## src/rtl/snn_pkg.sv

```systemverilog
// Definitions shared by the spiking-network output stage: the default lane
// count, the decoder FSM states and a saturating increment.
package snn_pkg;

  localparam int DEF_N_OUT = 10;

  typedef enum logic [1:0] {
    IDLE  = 2'd0,
    COUNT = 2'd1,
    SCAN  = 2'd2,
    DONE  = 2'd3
  } dec_state_t;

  function automatic logic [31:0] sat_inc(input logic [31:0] value, input logic [31:0] max_value);
    return (value >= max_value) ? value : value + 32'd1;
  endfunction

endpackage

```

## src/rtl/spike_lane_counter.sv

```systemverilog
// Saturating spike counter for one output neuron. A clear wins over a count.
module spike_lane_counter
  import snn_pkg::*;
#(
  parameter int CNT_W = 8
) (
  input  logic             clk,
  input  logic             rst_n,
  input  logic             clr,
  input  logic             en,
  input  logic             spike,
  output logic [CNT_W-1:0] cnt
);

  localparam logic [31:0] CNT_MAX = 32'((64'd1 << CNT_W) - 64'd1);

  logic [CNT_W-1:0] cnt_q, cnt_d;

  always_comb begin
    cnt_d = cnt_q;
    if (clr) begin
      cnt_d = '0;
    end else if (en && spike) begin
      cnt_d = CNT_W'(sat_inc(32'(cnt_q), CNT_MAX));
    end
  end

  always_ff @(posedge clk) begin
    if (!rst_n) begin
      cnt_q <= '0;
    end else begin
      cnt_q <= cnt_d;
    end
  end

  assign cnt = cnt_q;

endmodule

```

## src/rtl/spike_vote_decoder.sv

```systemverilog
// Counts output-neuron spikes over one presentation window, then scans the
// lane counts one per cycle to pick the winner and presents it on valid/ready.
module spike_vote_decoder
  import snn_pkg::*;
#(
  parameter  int N_OUT   = DEF_N_OUT,
  parameter  int CNT_W   = 8,
  parameter  int WIN_LEN = 256,
  localparam int CLS_W   = $clog2(N_OUT)
) (
  input  logic             clk,
  input  logic             rst_n,
  input  logic             start,
  input  logic             learn,
  input  logic [N_OUT-1:0] spike,
  input  logic             result_ready,
  output logic             busy,
  output logic             result_valid,
  output logic [CLS_W-1:0] result_class,
  output logic [CNT_W-1:0] result_count,
  output logic             result_tie,
  output logic             no_spike,
  output logic             result_learn
);

  localparam int WIN_W = (WIN_LEN > 2) ? $clog2(WIN_LEN) : 1;

  dec_state_t       state_q, state_d;
  logic [WIN_W-1:0] win_q, win_d;
  logic [CLS_W-1:0] idx_q, idx_d;
  logic [CNT_W-1:0] best_q, best_d;
  logic [CLS_W-1:0] class_q, class_d;
  logic             tie_q, tie_d;
  logic             no_spike_q, no_spike_d;
  logic             learn_q, learn_d;

  logic             clr_lanes;
  logic             cnt_en;
  logic [CNT_W-1:0] lane_cnt [N_OUT];

  genvar gi;
  generate
    for (gi = 0; gi < N_OUT; gi++) begin : g_lane
      spike_lane_counter #(
        .CNT_W(CNT_W)
      ) u_lane (
        .clk  (clk),
        .rst_n(rst_n),
        .clr  (clr_lanes),
        .en   (cnt_en),
        .spike(spike[gi]),
        .cnt  (lane_cnt[gi])
      );
    end
  endgenerate

  always_comb begin
    state_d    = state_q;
    win_d      = win_q;
    idx_d      = idx_q;
    best_d     = best_q;
    class_d    = class_q;
    tie_d      = tie_q;
    no_spike_d = no_spike_q;
    learn_d    = learn_q;
    clr_lanes  = 1'b0;
    cnt_en     = (state_q == COUNT);

    case (state_q)
      IDLE: begin
        if (start) begin
          clr_lanes  = 1'b1;
          win_d      = '0;
          idx_d      = '0;
          best_d     = '0;
          class_d    = '0;
          tie_d      = 1'b0;
          no_spike_d = 1'b0;
          learn_d    = learn;
          state_d    = COUNT;
        end
      end
      COUNT: begin
        win_d = win_q + 1'b1;
        if (win_q == WIN_W'(WIN_LEN - 1)) begin
          idx_d   = '0;
          state_d = SCAN;
        end
      end
      SCAN: begin
        // Strict greater-than keeps the lowest index on equal counts.
        if (lane_cnt[idx_q] > best_q) begin
          best_d  = lane_cnt[idx_q];
          class_d = idx_q;
          tie_d   = 1'b0;
        end else if ((lane_cnt[idx_q] == best_q) && (idx_q != '0)) begin
          tie_d = 1'b1;
        end
        if (idx_q == CLS_W'(N_OUT - 1)) begin
          no_spike_d = (best_d == '0);
          state_d    = DONE;
        end else begin
          idx_d = idx_q + 1'b1;
        end
      end
      DONE: begin
        if (result_ready) begin
          state_d = IDLE;
        end
      end
      default: state_d = IDLE;
    endcase
  end

  always_ff @(posedge clk) begin
    if (!rst_n) begin
      state_q    <= IDLE;
      win_q      <= '0;
      idx_q      <= '0;
      best_q     <= '0;
      class_q    <= '0;
      tie_q      <= 1'b0;
      no_spike_q <= 1'b0;
      learn_q    <= 1'b0;
    end else begin
      state_q    <= state_d;
      win_q      <= win_d;
      idx_q      <= idx_d;
      best_q     <= best_d;
      class_q    <= class_d;
      tie_q      <= tie_d;
      no_spike_q <= no_spike_d;
      learn_q    <= learn_d;
    end
  end

  assign busy         = (state_q != IDLE);
  assign result_valid = (state_q == DONE);
  assign result_class = class_q;
  assign result_count = best_q;
  assign result_tie   = tie_q;
  assign no_spike     = no_spike_q;
  assign result_learn = learn_q;

endmodule
```

## config.mk

```make
export PLATFORM = sky130hd
export DESIGN_NAME = spike_vote_decoder
export DESIGN_NICKNAME = d
export VERILOG_FILES = /design/src/rtl/snn_pkg.sv /design/src/rtl/spike_lane_counter.sv /design/src/rtl/spike_vote_decoder.sv
export SDC_FILE = /design/constraint.sdc
export NUM_CORES = 1
export LEC_CHECK = 0
export BUFFER_PORTS_ARGS = -buffer_cell sky130_fd_sc_hd__buf_2
export CAP_MARGIN = 20
export CORE_MARGIN = 2
export CORE_UTILIZATION = 60
export DETAILED_ROUTE_END_ITERATION = 10
export GPL_ROUTABILITY_DRIVEN = 0
export HOLD_SLACK_MARGIN = 0.12
export PLACE_DENSITY_LB_ADDON = 0.1
export SYNTH_ARGS = -nofsm -noshare
export SYNTH_HDL_FRONTEND = slang
export SYNTH_SLANG_ARGS = --single-unit
```

## constraint.sdc

```tcl
create_clock -name clk -period 9.2 [get_ports clk]
set_input_delay 0.46 -clock clk [delete_from_list [all_inputs] [get_ports clk]]
set_output_delay 0.46 -clock clk [all_outputs]
set_load 0.02 [all_outputs]
```

Yosys cells after proc, flatten, opt, wreduce, memory -nomap -nowiden. Index checks and enable logic that the tools add are counted.

Register bits: 109. Input bits: 15.

Add/subtract/negate cells: 12. Order comparisons: 12. Eq/ne operators: 13. Muxes and demuxes: 27. Bitwise gates (word level): 12. Reductions and logical operators: 37.

Operators by type and width (number): $add A8 B1 Y8 const B (11); $ge A8 B8 Y1 const B (10); $mux W8 (5); $bmux W8 S4 (1); $pmux W8 S2 (2); $reduce_and A2 Y1 (13); $mux W4 (4); $ne A2 B2 Y1 const B (6); $pmux W4 S3 (1); $logic_and A1 B1 Y1 (11); $not A1 Y1 (11); $reduce_and A3 Y1 (3); $eq A8 B8 Y1 (1); $eq A8 B8 Y1 const B (1); $gt A8 B8 Y1 (1); $logic_not A8 Y1 (1); $mux W2 (4); $pmux W2 S4 (1); $pmux W4 S2 (1); $reduce_and A4 Y1 (2); $mux W1 (6); $reduce_bool A2 Y1 (3); $ge A5 B5 Y1 const B (1); $not A4 Y5 (1); other kinds (10) (12).

Longest topological paths before layout. Gate-level depths: netlist of run 1.

Word-level depth: 10. Mapped depth: 12. Mapped depth without buffers: 10.

Modules after synthesis. From an unflattened synthesis of run 1, not the netlist that was laid out.

Cells, all modules: 690. Area, all modules: 6092.1 µm².

Modules (own cells, without submodules): spike_lane_counter (instances 10, cells an instance 46, area each 396.6 µm², sequential area each 160.2 µm²); spike_vote_decoder (instances 1, cells an instance 230, area each 2125.8 µm², sequential area each 580.6 µm²).

Worst setup path before layout of run 1. OpenSTA, ideal clock, no wires.

Kind: reg2reg. Start: register idx_q[0]. End: register best_q[0] (netlist: result_count[0]). Library setup time: 0.128 ns. Data arrival time: 3.121 ns. Slack: 5.951 ns. Stages on the path, launching flop included: 12. Buffers on the path: 3. Cells stage by stage: dfxtp_1 -> buf_2 -> buf_1 -> mux4_2 -> a221o_1 -> ha_1 -> nand4_1 -> nor2_1 -> a211o_1 -> a311oi_2 -> buf_2 -> o22ai_1.

Longest elaborated chain between the ends: 8.

Ends and longest elaborated chain: start, declared (RTL line spike_vote_decoder.sv:30) `logic [CLS_W-1:0] idx_q, idx_d;`; start signal, assigned (RTL line spike_vote_decoder.sv:128) `idx_q <= idx_d;`; $not A4 Y5 (not written as such) * (RTL line spike_vote_decoder.sv:92, spike_vote_decoder.sv:93); $bmux W8 S4 * (RTL line spike_vote_decoder.sv:92, spike_vote_decoder.sv:93); $mux W8 (not written as such) * (2 in a row) (RTL line spike_vote_decoder.sv:92, spike_vote_decoder.sv:93); $gt A8 B8 Y1 (RTL line spike_vote_decoder.sv:92) `if (lane_cnt[idx_q] > best_q) begin`; $mux W8 * (RTL line spike_vote_decoder.sv:92); $mux W8 * (RTL line spike_vote_decoder.sv:69) `case (state_q)`; $pmux W8 S2 * (RTL line spike_vote_decoder.sv:69); end signal, assigned (RTL line spike_vote_decoder.sv:129) `best_q <= best_d;`; end, declared (RTL line spike_vote_decoder.sv:31) `logic [CNT_W-1:0] best_q, best_d;`.

Every way passes the cells marked *; elsewhere a longest branch is shown, timed or not. The select of a mux whose other input is x is not followed. A chain may end at the register's enable or synchronous reset.

Worst setup path after layout of run 1.
Start: register idx_q[1]. End: register class_q[0] (netlist: result_class[0]).

Longest elaborated chain between the ends: 7.

Ends and longest elaborated chain: $not A4 Y5 (not written as such) (RTL line spike_vote_decoder.sv:92); $bmux W8 S4 (RTL line spike_vote_decoder.sv:92); $mux W8 (not written as such) (2 in a row) (RTL line spike_vote_decoder.sv:92); $gt A8 B8 Y1 (RTL line spike_vote_decoder.sv:92); $ne A2 B2 Y1 (no line); $reduce_and A3 Y1 (no line); end signal, assigned (RTL line spike_vote_decoder.sv:130) `class_q <= class_d;`; end, declared (RTL line spike_vote_decoder.sv:32) `logic [CLS_W-1:0] class_q, class_d;`.

Every way passes these cells. The select of a mux whose other input is x is not followed.

==> results.md, run 1 <==
* Status: finished, final reports clean
* # Post-CTS Setup Buffers at 0
* Flops & latches, synth at ~110
* Unrepaired setup endpoints after global routing: no
* CTS H-tree depth at 3
* Vias at 4725
* CTS clk-pin slew, worst paths at around 0.10 ns
* Number of synthesized flops with an enable pin at 0
* Peak Freq at 249.5 MHz
* Maximum vdd drop at 0.1214 mV
* CP bufs+invs at 1
* TNS Setup at 0 ns
* Period minus WS final at between 4 and 5 ns
* Dominant synthesized flop cell: dfxtp_1
* Tot Pwr at 1.077 mW
* CP max-delay cell: a311oi_2
* CTS resizes at 0
* Vias in the first global route at ~4.3k
* CP peak stage delay at just over 0.9 ns
* Total CTS buffers at 9
* YS warnings at 0
* Wirelength per Cell at roughly 16 um
* Die Area at slightly above 10000 sq um
* Global-route wire length before repair at 20560 um
* Largest cells by area after synthesis: dfxtp_1 39%, xor2_1 7.1%, ha_1 6.0%
* Yosys cell types at slightly below 50
* Nets@finish at 701
* Post-synth top cells: 109 x dfxtp_1, 78 x nor2_1, 58 x nand2_1
* Register area share after synthesis at 38.58%
* Setup crit start kind: register
* Final Skew at 0.01128 ns
* Cell with the most instances after synthesis: dfxtp_1
* Hold Buf Count CTS at 0
* DRC at 0
* Post-Syn Area at 5657 sq um
* CP cell instances: buf_4, mux4_2, a2111o_1, ha_1, nor2b_1, o211ai_1, a211o_1, a311oi_2, nand4_1, o21ai_1
* Hold Vio Cnt, Final at 0
* Hold Crit Depth at 3
* Root Buffer Master: clkbuf_8
* Worst path depth at 10
* GRT Residual Overflow at 0
* Clock Sinks at roughly 110
* Layout cells sized above 1 at a little over a tenth
* Initial antenna violation count at 0
* Worst Path Class, Setup: register to register
* Maximum fanout along the worst path at 30
* Maxcap violations at 0
* Post-Syn Area per Cell at between 8 and 9 sq um
* Post-Route WL at between 10000 and 15000 um
* Arr. time, crit path at roughly 4.3 ns
* Post-synth top area cell: dfxtp_1
* Vias per cell at about 6.1
* Dpl hpwl at between 9000 and 10000 um
* P_leak at 2.189 nW
* Post-route setup slack at 5.192 ns
* Syn Nets at ~680
* Relative slew slack at between 30% and 40%
* Post-route clock period utilization at a little over two fifths
* Fillers at ~790
* Power Density at 177.5 nW/um^2
* Worst Tran Pin Value at about 1.0 ns
* Clock tree buffer depth at 2
* Area share of the largest cell type after synthesis at between 30% and 40%
* Die height at ~100 um
* Synth-to-layout area growth at 7.255%
* Worst-Skew Late Latency at about 0.38 ns
* Core Area at 9196 sq um
* Crit path max-delay family: compound AO/OA/AOI/OAI gates
* Final Hold Slack at about 0.34 ns
* Worst endpoint required time at around 9.5 ns
* Final Max Tran Viols at 0
* Diodes inserted at 0
* Row count at 35
* Async SR Flop Fraction at 0%
* Gate Count Post-Synth at 640
* # setup viols final at 0
* CTS tree: built
* Flop2flop setup slack at 5.19 ns
* Pre-CTS setup slack at 5.069 ns
* Total Routing Usage GR at approximately a quarter
* Initial DRT Pass Iterations at 5
* DR iter-0 viols at around 280
* Largest net degree at the start of global routing at 81
* Initial Utilization at between 60% and 70%
* Width of the die at a little over 100 um
* Crit. End Element: register
* Final ANT Viol Nets at 0
* IO Pins at 32
* Worst R2R Path Depth at 10
* Hold Path Class: input pin to register
* Port Buf Inserts at 31
kinds of logic (layout without fill, tap and decap cells):
logic type      count (synthesis)  count (layout)  synth area share (%)
simple gates                  259             259                 22.41
flops                         109             109                 38.58
compound gates                105             105                 11.90
xor+xnor                       57              57                 8.826
mux                            44              44                 9.467
buf+inv                        39              63                 2.853
fa+ha+maj                      27              27                 5.972
worst register-to-register path, cell delays in order, from the launching register on:
cell and delay (ns):
dfxtp_1 0.32, buf_4 0.41, mux4_2 0.59, a2111o_1 0.48, ha_1 0.31, nor2b_1 0.15
o211ai_1 0.13, a211o_1 0.32, a311oi_2 0.92, nand4_1 0.19, o21ai_1 0.11
cell usage in the layout, fill, tap and decap left out, drive strengths merged, types with 4 or more instances in the layout:
| master | instances |
|---|---|
| a21oi | 27 |
| a221o | 4 |
| and3 | 12 |
| buf | 33 |
| clkbuf | 9 |
| dfxtp | 109 |
| ha | 27 |
| inv | 17 |
| mux2 | 6 |
| mux2i | 31 |
| mux4 | 7 |
| nand2 | 58 |
| nand3 | 21 |
| nand4 | 40 |
| nor2 | 78 |
| nor2b | 7 |
| nor4 | 7 |
| o211a | 10 |
| o21ai | 40 |
| o22ai | 7 |
| or3 | 23 |
| xnor2 | 11 |
| xor2 | 46 |
registers in the layout (all words and copies together), names as in the netlist:
name	flops
result_class	4
win_q	8
result_tie	1
state_q	2
idx_q	4
result_count	8
no_spike	1
g_lane.u_lane.cnt	80
result_learn	1
power by group:
group | internal (mW) | total, mW | leakage [nW] | switching (mW)
Sequential | 0.490 | 0.511 | 0.879 | 0.0212
Clock | 0.103 | 0.273 | 0.0921 | 0.170
Combinational | 0.103 | 0.293 | 1.22 | 0.190
Total | 0.696 | 1.08 | 2.19 | 0.381
final timing paths:
kind	startpoint	to
worst max-delay path	idx_q[1]	result_class[0]
worst min-delay path	learn	result_learn
worst max register to register	idx_q[1]	result_class[0]
worst min register to register	result_class[2]	result_class[2]
layout make-up:
type | count | area [sq um] | area share (%)
tap | 111 | 138.9 | 2.289
sequential | 109 | 2182 | 35.97
timing repair buffer | 33 | 190.2 | 3.135
clock inverter | 7 | 58.81 | 0.9693
inverter | 14 | 52.55 | 0.8662
clock buffer | 9 | 123.9 | 2.042
multi-input combinational | 492 | 3321 | 54.73
routing by layer:
layer | vias to the layer above | share of wire [%] | wire length (um) | GRT usage, %
li1 | 2336 | - | - | -
met1 | 2239 | 46 | 5656 | 33.67
met2 | 124 | 46 | 5737 | 40.24
met3 | 26 | 5.5 | 674 | 5.964
met4 | 0 | 2.4 | 294 | 9.771
met5 | - | 0 | 0 | 0
through the flow:
step	cell area [sq um]	instances	util, %
after floorplan	5657	640	-
after global placement	5857	758	63.69
after detailed placement	5857	758	63.69
after CTS	6040	774	65.67
after global routing	6067	775	65.97
final	6067	775	65.97
Power figures use the tool's default switching activity.
==> run 2: changes to the inputs <==
--- a/config.mk
+++ b/config.mk
@@ -8,7 +8,7 @@
 export BUFFER_PORTS_ARGS = -buffer_cell sky130_fd_sc_hd__buf_2
 export CAP_MARGIN = 20
 export CORE_MARGIN = 2
-export CORE_UTILIZATION = 60
+export CORE_UTILIZATION = 55
 export DETAILED_ROUTE_END_ITERATION = 10
 export GPL_ROUTABILITY_DRIVEN = 0
 export HOLD_SLACK_MARGIN = 0.12
==> constraint.sdc (replaced) <==
create_clock -name clk -period 3.5 [get_ports clk]
set_input_delay 0.175 -clock clk [delete_from_list [all_inputs] [get_ports clk]]
set_output_delay 0.175 -clock clk [all_outputs]
set_load 0.02 [all_outputs]
==> run 2 against run 1 <==
Register-to-register slack worse by 5.1 ns. Worst hold slack worse by 0.17 ns. Combinational power grew to 2.8 times the previous value. Largest cell class unchanged. Core utilization is 5.3 points lower. Critical endpoint is now result_class[3]. Largest power group unchanged. Highest routed layer unchanged.
==> results.md, run 2 (synthesis results as in run 1) <==
* Initial DRT Pass Iterations at 5
* Crit path max-delay family: compound AO/OA/AOI/OAI gates
* Maxcap violations at 0
* Hold Path Class: input pin to register
* Maximum vdd drop at 0.4665 mV
* Largest register FFs at 80
* CP cell instances: buf_12, mux4_2, a2111o_1, ha_1, nor2b_1, o211ai_1, a211o_1, a311oi_2, buf_6, nand4_1, o21ai_1
* Vias per cell at approximately 5.9
* CP max-delay cell: mux4_2
* CTS clk-pin slew, worst paths at 0.10 ns
* Vias at about 4.8k
* # setup viols final at 0
* Clock tree buffer depth at 2
* Vias in the first global route at roughly 4.4k
* CTS H-tree depth at 3
* Power Density at roughly 460 nW/um^2
* Core Area at just over 10000 sq um
* Dpl hpwl at 9387 um
* TNS Setup at 0 ns
* Die Area at ~11000 sq um
* Largest net degree at the start of global routing at 81
* Wirelength per Cell at 16.26 um
* Peak Freq at around 300 MHz
* Hold Vio Cnt, Final at 0
* CP peak stage delay at between 0.5 and 0.6 ns
* Total Routing Usage GR at a little under a quarter
* Most frequent cells in the layout: 107 x dfxtp_1, 78 x nor2_1, 57 x nand2_1
* # Post-CTS Setup Buffers at 0
* Worst-Skew Late Latency at between 0.3 and 0.4 ns
* Initial antenna violation count at 0
* Layout cells sized above 1 at between 10 and 15%
* CP bufs+invs at 2
* Worst Path Class, Setup: register to register
* Worst Tran Pin Value at roughly 0.83 ns
* Relative slew slack at between 40% and 50%
* Die height at 105.4 um
* Worst endpoint required time at ~3.8 ns
* IO Pins at 32
* Maximum fanout along the worst path at 17
* Status: finished, final reports clean
* Row count at 37
* Arr. time, crit path at 3.69 ns
* Clock Sinks at 109
* Post-Route WL at roughly 13000 um
* DR iter-0 viols at 270
* Setup crit start kind: register
* Synth-to-layout area growth at 8.759%
* Unrepaired setup endpoints after global routing: no
* Period minus WS final at between 3 and 4 ns
* Port Buf Inserts at 31
* Layout Utilization at a little over 60%
* Final Max Tran Viols at 0
* DRC at 0
* Tot Pwr at around 2.8 mW
* Width of the die at around 110 um
* Initial Utilization at a little under three fifths
* Most common cell after layout, fill and taps aside: dfxtp_1
* Total CTS buffers at 9
* CTS tree: built
* Final Skew at 0.01625 ns
* Nets@finish at 709
* GRT Residual Overflow at 0
* Root Buffer Master: clkbuf_8
* Post-route clock period utilization at 96.16%
* P_leak at between 2 and 2.5 nW
* Diodes inserted at 0
* Global-route wire length before repair at roughly 21000 um
* Crit. End Element: register
* Final ANT Viol Nets at 0
==> run 2: changes by cell type in the layout (fill, tap and decap cells not counted), moves of 2 or more <==
cell           previous run  this run
inv_6                     2         0
clkinv_4                  2         0
dfxtp_2                   0         2
buf_4                     1         5
dlygate4sd3_1             0         2
dfxtp_1                 109       107
clkbuf_1                  0         3
==> run 2: metrics by stage <==
step           setup slack, ns  hold slack, ns  instance area [sq um]  cells
4_1_cts                 0.1386          0.1486                   6121    807
5_1_grt               0.002481          0.1908                   6152    808
6_report                0.1345          0.1768                   6152    808
3_3_place_gp            0.2967          0.4407                   5941    789
2_1_floorplan           0.2511          0.3311                   5657    640
3_5_place_dp            0.1813          0.4533                   5941    789
==> run 2: worst paths after layout <==
kind,from,end,slack (ns),cells after the start
setup / recovery,idx_q[1],result_class[3],0.13,11
hold / removal,start,result_learn,0.18,4
setup reg to reg,idx_q[1],result_class[3],0.13,11
hold reg to reg,result_class[3],result_class[3],0.46,2
==> run 2: cell type report <==
class	count	area (sq um)
timing repair buffer	41	269.0
inverter	14	52.55
fill	889	3986
multi-input combinational	492	3316
clock buffer	12	135.1
tap	136	170.2
sequential	109	2185
clock inverter	4	25.02
==> run 2: what timing repair did <==
item,in CTS,in global routing
hold endpoints to repair,1,0
resized for setup,0,3
setup endpoints to repair,0,4
hold buffers,2,0
==> run 2: routing by layer <==
layer / up-vias / track usage, % / part of all wire [%]
li1: 2358 / - / -
met1: 2296 / 31.02 / 45
met2: 125 / 38.71 / 47
met3: 18 / 5.751 / 5.1
met4: 0 / 7.905 / 2.1
met5: - / 0 / 0
==> run 2: worst register-to-register path: cells and delay by family (launching register included) <==
family / cells / cell delay [ns]
adder cells (fa/ha/maj): 1 / 0.33
AND/OR/NAND/NOR: 2 / 0.26
buffers and inverters: 2 / 0.40
AO/OA/AOI/OAI: 5 / 1.40
multiplexers: 1 / 0.52
flip-flops: 1 / 0.40
==> run 2: power breakdown <==
| group | internal, mW | switching (mW) |
|---|---|---|
| combinational | 0.304 | 0.517 |
| clock | 0.258 | 0.420 |
| sequential | 1.29 | 0.0631 |
